===== src/rtl/status_flag_unit_pkg.sv =====
// Shared types for the NZCV status writer: op classes, flag bits, FSM states.
// STATUS_FLAG_BYPASS_EN (optional) adds the status_next bypass output.
package status_flag_unit_pkg;

  typedef enum logic [1:0] {
    OPC_LOGIC = 2'b00,
    OPC_ADD   = 2'b01,
    OPC_SUB   = 2'b10,
    OPC_MUL   = 2'b11
  } opc_e;

  typedef enum logic {
    ST_IDLE,
    ST_MUL_WAIT
  } state_e;

  localparam int FLAG_N = 3;
  localparam int FLAG_Z = 2;
  localparam int FLAG_C = 1;
  localparam int FLAG_V = 0;

  localparam int CNT_W = 4;

endpackage


===== src/rtl/status_flag_unit_if.sv =====
// EXE-side bundle into the status flag writer and its flag outputs.
// STATUS_FLAG_BYPASS_EN adds status_next.
interface status_flag_if
  import status_flag_unit_pkg::*;
#(
  parameter int WIDTH = 32
);
  logic             exe_valid;
  logic             s_bit;
  logic             cond_pass;
  opc_e             op_class;
  logic [WIDTH-1:0] op_a;
  logic [WIDTH-1:0] op_b;
  logic [WIDTH-1:0] alu_result;
  logic             alu_carry;
  logic [WIDTH-1:0] mul_result;
  logic             stall;
  logic             flush;
  logic             msr_we;
  logic [3:0]       msr_data;
  logic [3:0]       statusReg;
  logic             status_pending;
  logic             protocol_err;
`ifdef STATUS_FLAG_BYPASS_EN
  logic [3:0]       status_next;
`endif

  modport slave (
    input  exe_valid, s_bit, cond_pass, op_class,
    input  op_a, op_b, alu_result, alu_carry,
    input  mul_result, stall, flush,
    input  msr_we, msr_data,
`ifdef STATUS_FLAG_BYPASS_EN
    output status_next,
`endif
    output statusReg, status_pending, protocol_err
  );

  modport master (
    output exe_valid, s_bit, cond_pass, op_class,
    output op_a, op_b, alu_result, alu_carry,
    output mul_result, stall, flush,
    output msr_we, msr_data,
`ifdef STATUS_FLAG_BYPASS_EN
    input  status_next,
`endif
    input  statusReg, status_pending, protocol_err
  );

endinterface


===== src/rtl/status_flag_unit_flag_calc.sv =====
// Combinational NZCV computation for logical/add/sub results.
// Multiply flags are resolved later in the top, so mul passes old flags.
module flag_calc
  import status_flag_unit_pkg::*;
#(
  parameter int WIDTH = 32
) (
  input  opc_e             op_class_i,
  input  logic [WIDTH-1:0] a_i,
  input  logic [WIDTH-1:0] b_i,
  input  logic [WIDTH-1:0] r_i,
  input  logic             carry_i,
  input  logic [3:0]       flags_i,
  output logic [3:0]       flags_o
);

  logic neg;
  logic zero;
  logic a_s;
  logic b_s;
  logic unused_low;

  assign neg  = r_i[WIDTH-1];
  assign zero = (r_i == '0);
  assign a_s  = a_i[WIDTH-1];
  assign b_s  = b_i[WIDTH-1];
  assign unused_low = ^{a_i[WIDTH-2:0], b_i[WIDTH-2:0]};

  always_comb begin
    flags_o = flags_i;
    unique case (1'b1)
      op_class_i == OPC_LOGIC: begin
        flags_o[FLAG_N] = neg;
        flags_o[FLAG_Z] = zero;
        flags_o[FLAG_C] = carry_i;
      end
      op_class_i == OPC_ADD: begin
        flags_o[FLAG_N] = neg;
        flags_o[FLAG_Z] = zero;
        flags_o[FLAG_C] = carry_i;
        flags_o[FLAG_V] = (a_s == b_s) & (neg != a_s);
      end
      op_class_i == OPC_SUB: begin
        flags_o[FLAG_N] = neg;
        flags_o[FLAG_Z] = zero;
        flags_o[FLAG_C] = carry_i;
        flags_o[FLAG_V] = (a_s != b_s) & (neg != a_s);
      end
      op_class_i == OPC_MUL: begin
        flags_o = flags_i;
      end
    endcase
  end

endmodule


===== src/rtl/status_flag_unit.sv =====
// NZCV status register writer with multi-cycle multiply tracking.
// STATUS_FLAG_BYPASS_EN exposes the next-edge flag value as status_next.
module status_flag_unit
  import status_flag_unit_pkg::*;
#(
  parameter int WIDTH   = 32,
  parameter int MUL_LAT = 3
) (
  input  logic clk,
  input  logic rst,
  status_flag_if.slave bus
);

  state_e           state_q, state_d;
  logic [CNT_W-1:0] cnt_q, cnt_d;
  logic [3:0]       flags_q, flags_d;
  logic             err_q, err_d;
  logic [3:0]       alu_flags;
  logic [3:0]       mul_flags;
  logic             take;

  flag_calc #(.WIDTH(WIDTH)) u_calc (
    .op_class_i (bus.op_class),
    .a_i        (bus.op_a),
    .b_i        (bus.op_b),
    .r_i        (bus.alu_result),
    .carry_i    (bus.alu_carry),
    .flags_i    (flags_q),
    .flags_o    (alu_flags)
  );

  assign take = bus.exe_valid & bus.s_bit & bus.cond_pass
              & ~bus.stall & ~bus.flush;

  assign mul_flags = {bus.mul_result[WIDTH-1],
                      bus.mul_result == '0,
                      flags_q[FLAG_C], flags_q[FLAG_V]};

  always_comb begin
    state_d = state_q;
    cnt_d   = cnt_q;
    flags_d = flags_q;
    err_d   = err_q;
    unique case (state_q)
      ST_IDLE: begin
        if (take && bus.op_class == OPC_MUL) begin
          state_d = ST_MUL_WAIT;
          cnt_d   = CNT_W'(MUL_LAT);
        end else if (take) begin
          flags_d = alu_flags;
        end
      end
      ST_MUL_WAIT: begin
        if (take) err_d = 1'b1;
        if (bus.flush) begin
          state_d = ST_IDLE;
          cnt_d   = '0;
        end else if (cnt_q == CNT_W'(1)) begin
          flags_d = mul_flags;
          state_d = ST_IDLE;
          cnt_d   = '0;
        end else begin
          cnt_d = cnt_q - CNT_W'(1);
        end
      end
    endcase
    // Direct write wins over everything, including flush and mul completion
    if (bus.msr_we) begin
      flags_d = bus.msr_data;
      state_d = ST_IDLE;
      cnt_d   = '0;
    end
  end

  always_ff @(posedge clk or posedge rst) begin
    if (rst) begin
      state_q <= ST_IDLE;
      cnt_q   <= '0;
      flags_q <= '0;
      err_q   <= 1'b0;
    end else begin
      state_q <= state_d;
      cnt_q   <= cnt_d;
      flags_q <= flags_d;
      err_q   <= err_d;
    end
  end

  assign bus.statusReg      = flags_q;
  assign bus.status_pending = (state_q == ST_MUL_WAIT);
  assign bus.protocol_err   = err_q;
`ifdef STATUS_FLAG_BYPASS_EN
  assign bus.status_next    = flags_d;
`endif

endmodule

===== src/flat_wrapper.sv =====
// flat-port wrapper written by rule: the top's interface ports become plain ports
module status_flag_unit_flat import status_flag_unit_pkg::*;
#(
  parameter int WIDTH   = 32,
  parameter int MUL_LAT = 3
)
  (clk, rst, bus_exe_valid, bus_s_bit, bus_cond_pass, bus_op_class, bus_op_a, bus_op_b, bus_alu_result, bus_alu_carry, bus_mul_result, bus_stall, bus_flush, bus_msr_we, bus_msr_data, bus_statusReg, bus_status_pending, bus_protocol_err);
  status_flag_if #(.WIDTH(WIDTH)) bus_i ();
  input  logic clk;
  input  logic rst;
  input wire logic [$bits(bus_i.exe_valid)-1:0] bus_exe_valid;
  input wire logic [$bits(bus_i.s_bit)-1:0] bus_s_bit;
  input wire logic [$bits(bus_i.cond_pass)-1:0] bus_cond_pass;
  input wire logic [$bits(bus_i.op_class)-1:0] bus_op_class;
  input wire logic [$bits(bus_i.op_a)-1:0] bus_op_a;
  input wire logic [$bits(bus_i.op_b)-1:0] bus_op_b;
  input wire logic [$bits(bus_i.alu_result)-1:0] bus_alu_result;
  input wire logic [$bits(bus_i.alu_carry)-1:0] bus_alu_carry;
  input wire logic [$bits(bus_i.mul_result)-1:0] bus_mul_result;
  input wire logic [$bits(bus_i.stall)-1:0] bus_stall;
  input wire logic [$bits(bus_i.flush)-1:0] bus_flush;
  input wire logic [$bits(bus_i.msr_we)-1:0] bus_msr_we;
  input wire logic [$bits(bus_i.msr_data)-1:0] bus_msr_data;
  output wire logic [$bits(bus_i.statusReg)-1:0] bus_statusReg;
  output wire logic [$bits(bus_i.status_pending)-1:0] bus_status_pending;
  output wire logic [$bits(bus_i.protocol_err)-1:0] bus_protocol_err;
  assign bus_i.exe_valid = bus_exe_valid;
  assign bus_i.s_bit = bus_s_bit;
  assign bus_i.cond_pass = bus_cond_pass;
  assign bus_i.op_class = bus_op_class;
  assign bus_i.op_a = bus_op_a;
  assign bus_i.op_b = bus_op_b;
  assign bus_i.alu_result = bus_alu_result;
  assign bus_i.alu_carry = bus_alu_carry;
  assign bus_i.mul_result = bus_mul_result;
  assign bus_i.stall = bus_stall;
  assign bus_i.flush = bus_flush;
  assign bus_i.msr_we = bus_msr_we;
  assign bus_i.msr_data = bus_msr_data;
  assign bus_statusReg = bus_i.statusReg;
  assign bus_status_pending = bus_i.status_pending;
  assign bus_protocol_err = bus_i.protocol_err;
  status_flag_unit #(.WIDTH(WIDTH), .MUL_LAT(MUL_LAT)) u_core (.clk(clk), .rst(rst), .bus(bus_i));
endmodule

===== config.mk =====
export PLATFORM = sky130hd
export DESIGN_NAME = status_flag_unit_flat
export DESIGN_NICKNAME = d
export VERILOG_FILES = /design/src/rtl/status_flag_unit_pkg.sv /design/src/rtl/status_flag_unit_if.sv /design/src/rtl/status_flag_unit_flag_calc.sv /design/src/rtl/status_flag_unit.sv /design/src/flat_wrapper.sv
export SDC_FILE = /design/constraint.sdc
export NUM_CORES = 1
export LEC_CHECK = 0
export CAP_MARGIN = 20
export CORE_UTILIZATION = 21
export DETAILED_ROUTE_END_ITERATION = 8
export GPL_TIMING_DRIVEN = 0
export PLACE_DENSITY = 0.81
export SYNTH_ARGS = -nofsm -noshare
export SYNTH_HDL_FRONTEND = slang
export SYNTH_HIERARCHICAL = 1
export SYNTH_SLANG_ARGS = --single-unit

===== constraint.sdc =====
create_clock -name clk -period 1.8 [get_ports clk]
set_input_delay 0.36 -clock clk [delete_from_list [all_inputs] [get_ports clk]]
set_output_delay 0.36 -clock clk [all_outputs]
set_load 0.05 [all_outputs]

# Yosys cells after proc, flatten, opt, wreduce, memory -nomap -nowiden
# Cells that the tools add are included.
# W data, S select, Z words.
# totals
regBits,10
out_inout_bits,6
input_bits,143
word_cells,58
# classes
n_eq_ne,15
reduce_logical,9
n_mux,18
n_addsub,1
bitwise_logic,9
# op_table
op,n
$logic_not A32 Y1,2
$mux W4,9
$pmux W4 S2,2
$ne A3 B3 Y1 const B,4
$reduce_and A4 Y1,2
$and A1 B1 Y1,6
$ne A3 B2 Y1 const B,2
$reduce_and A5 Y1,1
$eq A2 B2 Y1 const B,2
$eq A4 B1 Y1 const B,1
$mux W1,4
$ne A4 B4 Y1 const B,1
$pmux W1 S2,2
$sub A4 B1 Y4 const B,1
$mux W3,1
$not A1 Y1,3
$reduce_or A3 Y1,1
$eq A2 B1 Y1 const B,1
$logic_not A2 Y1,1
$ne A1 B1 Y1,2
$ne A2 B2 Y1 const B,1
$reduce_and A2 Y1,1
$eq A1 B1 Y1,1
$logic_and A1 B1 Y1,1

# Depth between registers and ports, before layout
# depth
depth_word,8
ltp_mapped,7
ltp_nobuf,7

# Modules after synthesis
# Netlist, hierarchy kept.
# modules_own_cells
module,area_each_um2,seq_area_each_um2,n_inst,cells_per_inst
status_flag_unit,665.6,250.2,1,71
flag_calc,181.4,0.0,1,24

# Least setup slack after synthesis
# No wires, ideal clock.
# synth_timing
path_kind,reg2reg
startpoint,register u_core.state_q (netlist: u_core/bus.status_pending)
endpoint,register u_core.flags_q[2] (netlist: u_core/bus.statusReg[2])
slack_ns,-0.083
n_path_buf,1
required_time_ns,1.675
t_arrival_ns,1.758
path_stages_with_launch,6
period_less_slack_ns,1.883
setup_time_ns,0.125
path_cell_list,dfrtp_1 buf_6 a21oi_2 or4b_4 o211ai_2 mux2_4
# synth_via
elab_chain_cells,3
elab_cells_between_ends,9
cone_classes,eq/ne: 5; mux: 2; bitwise: 1; reduce/logical: 1
# synth_rtl
item,line_no,source
start: declaration,status_flag_unit.sv:14,"state_e state_q, state_d;"
start signal: assignment,status_flag_unit.sv:82,state_q <= state_d;
$not A1 Y1,status_flag_unit.sv:44,unique case (state_q)
"$ne A3 B2 Y1 (no line), or another cell as far along",n/a,
$reduce_and A5 Y1 (no line) / $mux W4 (equally long branches),n/a,
end signal: assignment,status_flag_unit.sv:84,flags_q <= flags_d;
end: declaration,status_flag_unit.sv:16,"logic [3:0] flags_q, flags_d;"
# Several ways; a longest one is shown, not always the timed one.
# A chain may end at the register's enable or synchronous reset.

# Worst setup path in the final report
# layout_timing
startpoint,input port bus_cond_pass
endpoint,register u_core.flags_q[3] (netlist: u_core/bus.statusReg[3])
# layout_via
elab_chain_cells,6
elab_cells_between_ends,7
cone_classes,eq/ne: 2; bitwise: 3; reduce/logical: 2
# layout_rtl
item,line_no,source
start: declaration,flat_wrapper.sv:13,input wire logic [$bits(bus_i.cond_pass)-1:0] bus_cond_pass;
$and A1 B1 Y1 (*),status_flag_unit.sv:32,assign take = bus.exe_valid & bus.s_bit & bus.cond_pass
$and A1 B1 Y1 (*) (2 in series),status_flag_unit.sv:33,& ~bus.stall & ~bus.flush;
$logic_and A1 B1 Y1,status_flag_unit.sv:46,if (take && bus.op_class == OPC_MUL) begin
$ne A3 B3 Y1 (no line),n/a,
$reduce_and A5 Y1 (no line) (*),n/a,
# Mark *: on every way between the ends. The rest lies on a longest branch, timed or not.

==> parameters.txt <==
Parameter                              Value

Timing
  Worst Tran Pin Value ... 0.505 ns
  Fmax achieved ... 563 MHz
  Final setup violating endpoints ... 0
  Post-route minimum period ... approximately 1.8 ns
  Worst slack on hold paths ... approximately 0.42 ns
  Fin Clk Skew ... around 0.0012 ns
  Number of pins with negative max-slew slack in the final report ... 0
  Worst-case headroom to the max-slew limit ... around two thirds
  Share of the clock period used by the worst path ... between 90 and 100%
  Final Hold Fails ... 0

Critical path
  Arrival time worst endpoint ... about 1.9 ns
  Worst-path maximum fanout ... 3
  Worst Path Class, Setup ... in -> reg
  Worst path required time ... approximately 1.9 ns
  CP endpoint kind ... flip-flop
  Critical Path Source Type ... input pin

Min path
  Type of the tightest min-delay check ... in -> async

Finish
  Final net count ... roughly 330
  Commonest cells after routing, fill and taps aside ... sky130_fd_sc_hd__clkdlybuf4s50_1 (79), sky130_fd_sc_hd__nor4_1 (12), sky130_fd_sc_hd__nand2_1 (11)
  Share of final-layout standard cells stronger than drive strength 1 ... 10.8%
  Filler cell count in the final layout ... 360
  Post-layout instance count excluding filler cells ... approximately 230
  Area growth from synthesis to layout ... 121%
  Number of antenna diodes ... 0
  Most frequent standard cell in the layout excluding fill and tap cells ... sky130_fd_sc_hd__clkdlybuf4s50_1

Run
  Max cap viols ... 0

Floorplanning
  Number of top-level pins ... ~150
  Die Span X ... 65.5 µm
  Row Count ... 22
  Placeable core area ... about 3800 µm²
  Initial core utilization ... 22.5%
  Die height ... roughly 66 µm
  Total Die Area ... about 4300 µm²

Yosys
  Proportion of synthesized area in mux cells ... roughly 13%
  Post-synthesis simple-gate area fraction ... between 30% and 40%
  #FFs+latches synth ... 10
  Portion of the post-synthesis area used by sequential elements ... between 20% and 30%
  Gate Count Post-Synth ... 95
  Unique masters post-synth ... 36
  Compound-cell area share of the yosys netlist ... roughly 14%
  Combinational family with the most area after synthesis ... simple AND/OR/NAND/NOR gates
  Mean Syn Cell Area ... just under 9 µm²
  Arithmetic-cell share of the synthesized area counting full adders, half adders and majority gates ... just under 6%
  Count of yosys warnings during synthesis ... 6
  Post-synthesis share of cell area spent on xor and xnor gates ... under 10%
  Post-Syn Nets ... approximately 240
  Summed instance area of the synthesized netlist ... about 850 µm²

Drt
  Vias per std cell ... 4.75
  Initial DRC count ... 23
  Wire length per cell after detailed routing ... roughly 13 µm
  Count of nets left with antenna violations after detail routing ... 0
  1st-pass router iterations ... 3
  Vias after detailed routing ... 1112
  Post-route DRC violation count ... 0
  WL final ... between 3000 and 4000 µm

Clock tree
  CTS Sinks ... 10
  Hold-fix buffers, CTS ... 0
  Clock H-tree levels ... 1
  Clock root buffer master ... sky130_fd_sc_hd__clkbuf_8
  Deepest clock path buffer count ... 2
  CTS Buf Count ... 3
  TritonCTS clock tree ... built
  Clk_lat worst skew ... 0.23 ns
  Clock transition at the registers of the reported paths ... approximately 0.05 ns

Outcome
  Outcome ... completed

Pwr
  Static power due to leakage ... slightly below 0.8 nW
  IR drop worst, VDD ... roughly 0.19 mV
  Power per unit of standard cell area ... approximately 430 nW/µm²

Global route
  Via count of the first global-routing pass ... approximately 1200
  Gr usage total ... 14.8%
  Wire length of the first global-routing pass ... roughly 4800 µm
  Maximum number of pins on one net before global-route repair ... 11
  Number of antenna violations at the first check in global routing ... 0
  Aggregate global routing overflow ... 0

Placement
  IO buf count ... 86
  Number of instances in the placed design ... 229
  Placer congestion estimate ... between 0.7 and 0.8
  Detail Placement HPWL ... roughly 2600 µm
[cells in the mapped netlist]
library cell / instances / share of area (%)
sky130_fd_sc_hd__nor4b_1: 1 / 1.0
sky130_fd_sc_hd__dfrtp_1: 10 / 30
sky130_fd_sc_hd__buf_6: 1 / 1.3
sky130_fd_sc_hd__a21oi_2: 1 / 1.0
sky130_fd_sc_hd__xor2_1: 1 / 1.0
sky130_fd_sc_hd__a21o_1: 2 / 1.8
sky130_fd_sc_hd__clkbuf_1: 1 / 0.44
sky130_fd_sc_hd__inv_1: 5 / 2.2
sky130_fd_sc_hd__nor3_1: 3 / 1.8
sky130_fd_sc_hd__or3_1: 1 / 0.74
sky130_fd_sc_hd__nand2b_1: 2 / 1.5
sky130_fd_sc_hd__o21ai_1: 3 / 1.8
sky130_fd_sc_hd__nor4_2: 1 / 1.5
sky130_fd_sc_hd__xnor2_1: 1 / 1.0
sky130_fd_sc_hd__o31ai_2: 1 / 1.5
sky130_fd_sc_hd__a211o_1: 1 / 1.0
sky130_fd_sc_hd__o21ai_0: 3 / 1.8
sky130_fd_sc_hd__mux2_1: 1 / 1.3
sky130_fd_sc_hd__nand3_1: 1 / 0.59
sky130_fd_sc_hd__o2bb2ai_1: 1 / 1.0
sky130_fd_sc_hd__o31ai_1: 1 / 0.89
sky130_fd_sc_hd__o32ai_1: 1 / 1.0
sky130_fd_sc_hd__mux2i_1: 5 / 5.9
sky130_fd_sc_hd__nand2_1: 11 / 4.9
sky130_fd_sc_hd__o211ai_2: 1 / 1.5
sky130_fd_sc_hd__a22oi_1: 1 / 0.89
sky130_fd_sc_hd__nor2_1: 5 / 2.2
sky130_fd_sc_hd__nor2b_1: 1 / 0.74
sky130_fd_sc_hd__and2b_1: 1 / 0.89
sky130_fd_sc_hd__nand4_1: 3 / 2.2
sky130_fd_sc_hd__mux2_4: 2 / 3.5
sky130_fd_sc_hd__mux2_2: 2 / 2.7
sky130_fd_sc_hd__nor3b_1: 1 / 0.89
sky130_fd_sc_hd__nor4_1: 14 / 10
sky130_fd_sc_hd__ha_1: 4 / 5.9
sky130_fd_sc_hd__or4b_4: 1 / 1.6
[cells by family after synthesis]
| family | count (synthesis) |
|---|---|
| and+or+nand+nor | 46 |
| xor gates and xnor gates | 2 |
| DFF | 10 |
| adders and majority gates | 4 |
| AOI/OAI and AO/OA | 16 |
| buffers and inverters | 7 |
| muxes | 10 |
[where the power goes]
part	internal, mW	leakage (nW)	switching (mW)
clock	0.155	0.0228	0.0850
sequential	0.236	0.131	0.00977
combinational	0.207	0.633	0.116
total	0.598	0.787	0.210
[through the flow]
stage	util, %	worst slack (ns)	area [µm²]	setup TNS, ns	power (mW)
3_5_place_dp	46.9	-0.529	1770	-1.19	0.568
3_3_place_gp	46.9	-0.514	1770	-1.28	0.562
4_1_cts	48.5	0.00236	1830	0	0.808
2_1_floorplan	-	0.0142	848	0	0.348
5_1_grt	49.7	-0.0293	1880	-0.0293	0.846
6_report	49.7	0.0246	1880	0	0.808
[worst paths after layout]
path                       slack, ns  depth (start not counted)                       from                         to
setup reg to reg                0.14                          5  u_core/bus.status_pending    u_core/bus.statusReg[3]
hold / removal                  0.42                          2                        rst    u_core/bus.statusReg[0]
max in group asynchronous       1.07                          2                        rst  u_core/bus.status_pending
setup / recovery                0.02                          5              bus_cond_pass    u_core/bus.statusReg[3]
min in group clk                0.45                          1    u_core/bus.protocol_err    u_core/bus.protocol_err
hold reg to reg                 0.45                          1    u_core/bus.protocol_err    u_core/bus.protocol_err
[registers in the layout, indices dropped and copies added (netlist names)]
| name | cells |
|---|---|
| u_core/bus.statusReg | 4 |
| u_core/bus.protocol_err | 1 |
| u_core/bus.status_pending | 1 |
| u_core/cnt_q | 4 |
[layer usage]
layer  part of all wire [%]  vias up  GRT usage (%)
li1                       -      545              -
met1                     38      499           15.4
met2                     52       65           28.2
met3                    9.0        3           2.78
met4                   0.79        0           6.52
met5                      0        -              0
[final cells by class]
cell class,count,area [µm²],share of cell area (%)
Timing Repair Buffer,87,875,46.6
Multi-Input combinational cell,78,611,32.6
Sequential cell,10,251,13.4
Tap cell,48,60.1,3.20
Clock buffer,4,45.0,2.40
Inverter,5,18.8,1.00
Buffer,2,15.0,0.801
[worst max-delay path: stages]
cell and delay (ns):
sky130_fd_sc_hd__clkdlybuf4s50_1 0.50, sky130_fd_sc_hd__nand2b_4 0.07, sky130_fd_sc_hd__or4b_4 0.53, sky130_fd_sc_hd__o211ai_4 0.11, sky130_fd_sc_hd__mux2_4 0.32
[repair_timing]
| item | in CTS | in global routing |
|---|---|---|
| gates resized for setup | 6 | 8 |
| buffers inserted | 0 | 1 |
| setup endpoints to repair | 3 | 5 |
| cloned | 0 | 0 |
| pin swaps | 1 | 3 |
(Power assumes the default switching activity.)
